$ cat src/rtl/div32by16_seq.sv
// -----------------------------------------------------------------------------
// div32by16_seq
// Sequential 32-by-16 unsigned restoring divider. Resolves one quotient bit
// per clock under a start/busy/done handshake. Designed as the inverse of the
// 16x16 multiplier: dividend == quotient*divisor + remainder.
//
// Configuration macro: DIV32BY16_FAST_EXC_EN
//   defined   - zero-divisor / overflow starts take a one-cycle EXC state and
//               report at E1.
//   undefined - exception starts run the full 16 iterations; the datapath
//               result is discarded and the exception result is loaded at E16.
//   Result values and flags are identical in both builds.
//
// Ports:
//   clk          in   1   system clock, rising edge
//   rst_n        in   1   asynchronous active-low reset
//   start        in   1   request, accepted in IDLE or DONE
//   dividend     in  32   captured on accepted start
//   divisor      in  16   captured on accepted start
//   quotient     out 16   registered result, held until next DONE
//   remainder    out 16   registered result, held until next DONE
//   busy         out  1   high while RUN (and EXC)
//   done         out  1   one-cycle pulse when results update
//   div_by_zero  out  1   result flag, held with the result
//   overflow     out  1   result flag, held with the result
// -----------------------------------------------------------------------------
module div32by16_seq (
   input  logic        clk,
   input  logic        rst_n,
   input  logic        start,
   input  logic [31:0] dividend,
   input  logic [15:0] divisor,
   output logic [15:0] quotient,
   output logic [15:0] remainder,
   output logic        busy,
   output logic        done,
   output logic        div_by_zero,
   output logic        overflow
);

   typedef enum logic [1:0] {
      ST_IDLE = 2'd0,
      ST_RUN  = 2'd1,
`ifdef DIV32BY16_FAST_EXC_EN
      ST_EXC  = 2'd3,
`endif
      ST_DONE = 2'd2
   } state_t;

   state_t      state_r;

   // Partial remainder. Always stays below the divisor while running, so its
   // 17th bit is constant zero and is not stored.
   logic [15:0] pr_r;
   logic [15:0] qs_r;      // dividend low half shifting out, quotient in
   logic [15:0] d_r;       // captured divisor
   logic [15:0] hi_r;      // captured dividend[31:16] for the exception result
   logic [3:0]  cnt_r;     // iteration counter
   logic        dbz_r;     // captured zero-divisor condition
   logic        ovf_r;     // captured overflow condition

   logic [16:0] t_s;
   logic        ge_s;
   logic [15:0] diff_s;
   logic [15:0] pr_nxt_s;
   logic [15:0] qs_nxt_s;
   logic        dbz_s;
   logic        ovf_s;

   // One restoring iteration plus exception detection on the live inputs.
   always_comb begin
      t_s      = {pr_r, qs_r[15]};
      ge_s     = (t_s >= {1'b0, d_r});
      // Only the low 16 bits of t - d are needed: the difference is below d.
      diff_s   = t_s[15:0] - d_r;
      pr_nxt_s = t_s[15:0];
      qs_nxt_s = {qs_r[14:0], ge_s};
      if (ge_s) begin
         pr_nxt_s = diff_s;
      end else begin
         pr_nxt_s = t_s[15:0];
      end
      dbz_s = (divisor == 16'd0);
      if (divisor == 16'd0) begin
         ovf_s = 1'b0;
      end else begin
         ovf_s = (dividend[31:16] >= divisor);
      end
   end

   // Control FSM, datapath registers and registered outputs.
   always_ff @(posedge clk or negedge rst_n) begin
      if (!rst_n) begin
         state_r     <= ST_IDLE;
         pr_r        <= 16'd0;
         qs_r        <= 16'd0;
         d_r         <= 16'd0;
         hi_r        <= 16'd0;
         cnt_r       <= 4'd0;
         dbz_r       <= 1'b0;
         ovf_r       <= 1'b0;
         quotient    <= 16'd0;
         remainder   <= 16'd0;
         busy        <= 1'b0;
         done        <= 1'b0;
         div_by_zero <= 1'b0;
         overflow    <= 1'b0;
      end else begin
         case (state_r)
            ST_IDLE, ST_DONE: begin
               done <= 1'b0;
               if (start) begin
                  pr_r  <= dividend[31:16];
                  qs_r  <= dividend[15:0];
                  d_r   <= divisor;
                  hi_r  <= dividend[31:16];
                  cnt_r <= 4'd0;
                  dbz_r <= dbz_s;
                  ovf_r <= ovf_s;
                  busy  <= 1'b1;
`ifdef DIV32BY16_FAST_EXC_EN
                  if (dbz_s || ovf_s) begin
                     state_r <= ST_EXC;
                  end else begin
                     state_r <= ST_RUN;
                  end
`else
                  state_r <= ST_RUN;
`endif
               end else begin
                  busy    <= 1'b0;
                  state_r <= ST_IDLE;
               end
            end
            ST_RUN: begin
               pr_r  <= pr_nxt_s;
               qs_r  <= qs_nxt_s;
               cnt_r <= cnt_r + 4'd1;
               if (cnt_r == 4'd15) begin
                  // Last iteration: publish from the next-state values.
                  state_r     <= ST_DONE;
                  busy        <= 1'b0;
                  done        <= 1'b1;
                  div_by_zero <= dbz_r;
                  overflow    <= ovf_r;
                  if (dbz_r || ovf_r) begin
                     quotient  <= 16'hFFFF;
                     remainder <= hi_r;
                  end else begin
                     quotient  <= qs_nxt_s;
                     remainder <= pr_nxt_s;
                  end
               end else begin
                  state_r <= ST_RUN;
               end
            end
`ifdef DIV32BY16_FAST_EXC_EN
            ST_EXC: begin
               state_r     <= ST_DONE;
               busy        <= 1'b0;
               done        <= 1'b1;
               div_by_zero <= dbz_r;
               overflow    <= ovf_r;
               quotient    <= 16'hFFFF;
               remainder   <= hi_r;
            end
`endif
            default: begin
               state_r <= ST_IDLE;
               busy    <= 1'b0;
               done    <= 1'b0;
            end
         endcase
      end
   end

endmodule

$ cat config.mk
export PLATFORM = sky130hd
export DESIGN_NAME = div32by16_seq
export DESIGN_NICKNAME = d
export VERILOG_FILES = /design/src/rtl/div32by16_seq.sv
export SDC_FILE = /design/constraint.sdc
export NUM_CORES = 1
export LEC_CHECK = 0
export CORE_UTILIZATION = 54
export DETAILED_ROUTE_END_ITERATION = 10
export PLACE_DENSITY = 0.8
export SYNTH_ARGS = -nofsm -noshare
export SYNTH_HDL_FRONTEND = slang
export SYNTH_SLANG_ARGS = --single-unit
$ cat constraint.sdc
create_clock -name clk -period 3.1 [get_ports clk]
set_input_delay 0.62 -clock clk [delete_from_list [all_inputs] [get_ports clk]]
set_output_delay 0.62 -clock clk [all_outputs]
set_load 0.01 [all_outputs]
==> impl_metrics.json <==
{
  "layout_commonest_cell": "nand2_1",
  "crit_type": "reg -> reg",
  "cp.depth": 7,
  "antenna_found_initial": 0,
  "crit_chain": "ha_1, a211oi_1, a31oi_1, nor4_4, nor2_4, mux2i_1, o211ai_1",
  "via_per_inst": 6.04,
  "clk_pin_slew_ps": 110,
  "pwr-share-clk_pct": 10.6,
  "first_pass_iters": 5,
  "synth_flop_cell": "dfrtp_1",
  "cap_violations": 0,
  "detail-route-antenna-nets": 0,
  "rsz0062_at_grt": "no",
  "overflow": 0,
  "p_per_area_nw_per_um2": 1250,
  "r2r_cells": 7,
  "die_y_um": 107,
  "tritoncts": "done",
  "num_antenna_cells": 0,
  "std_cell_rows": 37,
  "swShare_pct": 46.1,
  "cts_setup_buffers": 0,
  "crit_family": "simple AND/OR/NAND/NOR gates",
  "final_cell_mix": "160 x nand2_1, 108 x dfrtp_1, 85 x clkdlybuf4s50_1",
  "cts_hold_buffers": 0,
  "ys_types": 58,
  "cts_resized": 0,
  "status": "completed",
  "synth_async_sr_flop_share_pct": 100,
  "critPathLaunchType": "flop",
  "yosys_warnings": 0,
  "wl_per_cell_um": 18.3,
  "drtIter0Drc": 327,
  "nFillCells": 885,
  "setup_viol": 0,
  "slowest_stage": "nor4_4",
  "power.internal_w": 0.00481,
  "synth-seq-cells": 108,
  "fmax_mhz": 341,
  "maxSlewViolCount": 0,
  "hpwl_um": 11900,
  "worst_pin_slew_ps": 690,
  "p_leak_nw": 3.36,
  "comb_power_share_pct": 60.7,
  "cp-end-kind": "flop",
  "crit_buf_inv": 0,
  "grt_pass1_wl_um": 26500,
  "cts_inserted_buffers": 9,
  "nets": 829,
  "synthCells": 663,
  "clockBufferDepth": 2,
  "io_buffers": 86,
  "hold_path_class": "in -> async",
  "drc_errors": 0,
  "die_w_um": 107,
  "grt_use_total_pct": 30.3,
  "cts_root_buf": "clkbuf_8",
  "gp_congestion": 0.951,
  "dp_slack_ps": 211,
  "power_frac_seq_pct": 28.7,
  "worstPathMaxFanout": 9,
  "hold_viol": 0,
  "drive_gt1_share_pct": 6.28,
  "setup_ws_ps": 168,
  "grt_max_degree": 76,
  "grt_pass1_vias": 5102,
  "synth_fp_nets": 748,
  "crit_required_ps": 3360,
  "peakVddDrop_v": 0.000623,
  "start_util_pct": 56.4,
  "synth_edf_count": 0,
  "area_growth_pct": 21.1,
  "cts-htree-levels": 3,
  "wl_um": 16200,
  "cts_sinks": 108,
  "switching_power_w": 0.00411,
  "num_vias": 5346,
  "clock-skew-final_ps": 11.0,
  "cpPeakStageDelay_ps": 610,
  "p_total_w": 0.00893,
  "core_um2": 10500,
  "die-area_um2": 11300,
  "timing.setup.tns_ps": 0,
  "worst_ep_arrival_time_ps": 3190,
  "clk_latency_ps": 390,
  "period_share_pct": 94.6,
  "synth_area_per_cell_um2": 8.90,
  "ioPinCount": 87,
  "min_period_ps": 2930,
  "yosysSeqAreaShare_pct": 45.8,
  "slew_headroom_pct": 53.9,
  "reg2reg_slack_ps": 170,
  "synth_area_um2": 5900
}
## cells by family after synthesis
| family | after synthesis | share of synthesized area (%) |
|---|---|---|
| and+or+nand+nor | 249 | 19.0 |
| AOI/OAI and AO/OA | 188 | 20.8 |
| DFF | 108 | 45.8 |
| buffers and inverters | 68 | 4.58 |
| adders and majority gates | 34 | 7.34 |
| xor gates and xnor gates | 8 | 1.19 |
| muxes | 8 | 1.36 |
## cell type report
type | count | area (µm²) | area share (%)
Multi-Input combinational cell | 487 | 2940 | 41.1
Sequential cell | 108 | 2700 | 37.8
Timing Repair Buffer | 99 | 968 | 13.6
Tap cell | 136 | 170 | 2.38
Inverter | 39 | 146 | 2.05
Clock buffer | 10 | 138 | 1.93
Clock inverter | 6 | 82.6 | 1.16
## final timing paths
kind                               from           end
setup / recovery                pr_r[5]      pr_r[11]
hold / removal                    rst_n       hi_r[0]
setup reg to reg                pr_r[5]      pr_r[11]
hold reg to reg            quotient[14]  quotient[14]
max in group asynchronous         rst_n       d_r[14]
min in group clk           quotient[14]  quotient[14]
## registers in the layout, indices dropped and copies added (netlist names)
signal	cells
busy	1
cnt_r	4
d_r	16
dbz_r	1
div_by_zero	1
done	1
hi_r	16
overflow	1
ovf_r	1
pr_r	16
qs_r	16
quotient	16
remainder	16
state_r	2
## cell usage after synthesis, types with 4 or more instances
library cell,number,share of area (%)
dfrtp_1,108,46
nand2_1,160,10
o21a_1,7,0.89
ha_1,33,7.0
a211oi_1,5,0.64
nor2b_1,6,0.64
inv_1,39,2.5
nand4_1,5,0.53
and3_1,11,1.2
nand3_1,8,0.68
o21ai_0,66,5.6
nor2_1,21,1.3
nor3_1,11,0.93
a21o_1,13,1.7
mux2i_1,8,1.4
o211ai_1,18,2.3
xnor2_1,7,1.0
clkbuf_1,27,1.7
a22oi_1,16,2.0
or3_1,4,0.42
o21bai_1,5,0.64
a21oi_1,27,2.3
## stage by stage
step	cells	utilization, %	instance area [µm²]	hold WS, ps
3_5_place_dp	869	66.2	6930	455
2_1_floorplan	663	-	5900	324
4_1_cts	885	68.3	7150	176
6_report	885	68.3	7150	169
3_3_place_gp	869	66.2	6930	448
5_1_grt	885	68.3	7150	189
## metal layers
metal	track usage (%)	share of wire, %	vias to the layer above
met3	5.15	8.3	23
met4	9.78	1.6	0
met1	42.8	43	2608
met2	47.7	47	240
met5	0	0	-
li1	-	-	2475
## power groups by stage
| stage | registers (W) | clock network (W) | logic [W] |
|---|---|---|---|
| 6_report | 0.00256 | 0.000944 | 0.00542 |
| 5_1_grt | 0.00263 | 0.00101 | 0.00594 |
| 4_1_cts | 0.00255 | 0.000949 | 0.00535 |
| 3_5_place_dp | 0.00258 | 0 | 0.00533 |
| 3_3_place_gp | 0.00254 | 0 | 0.00521 |
| 2_1_floorplan | 0.00256 | 0 | 0.00363 |
Power figures use the tool's default switching activity.
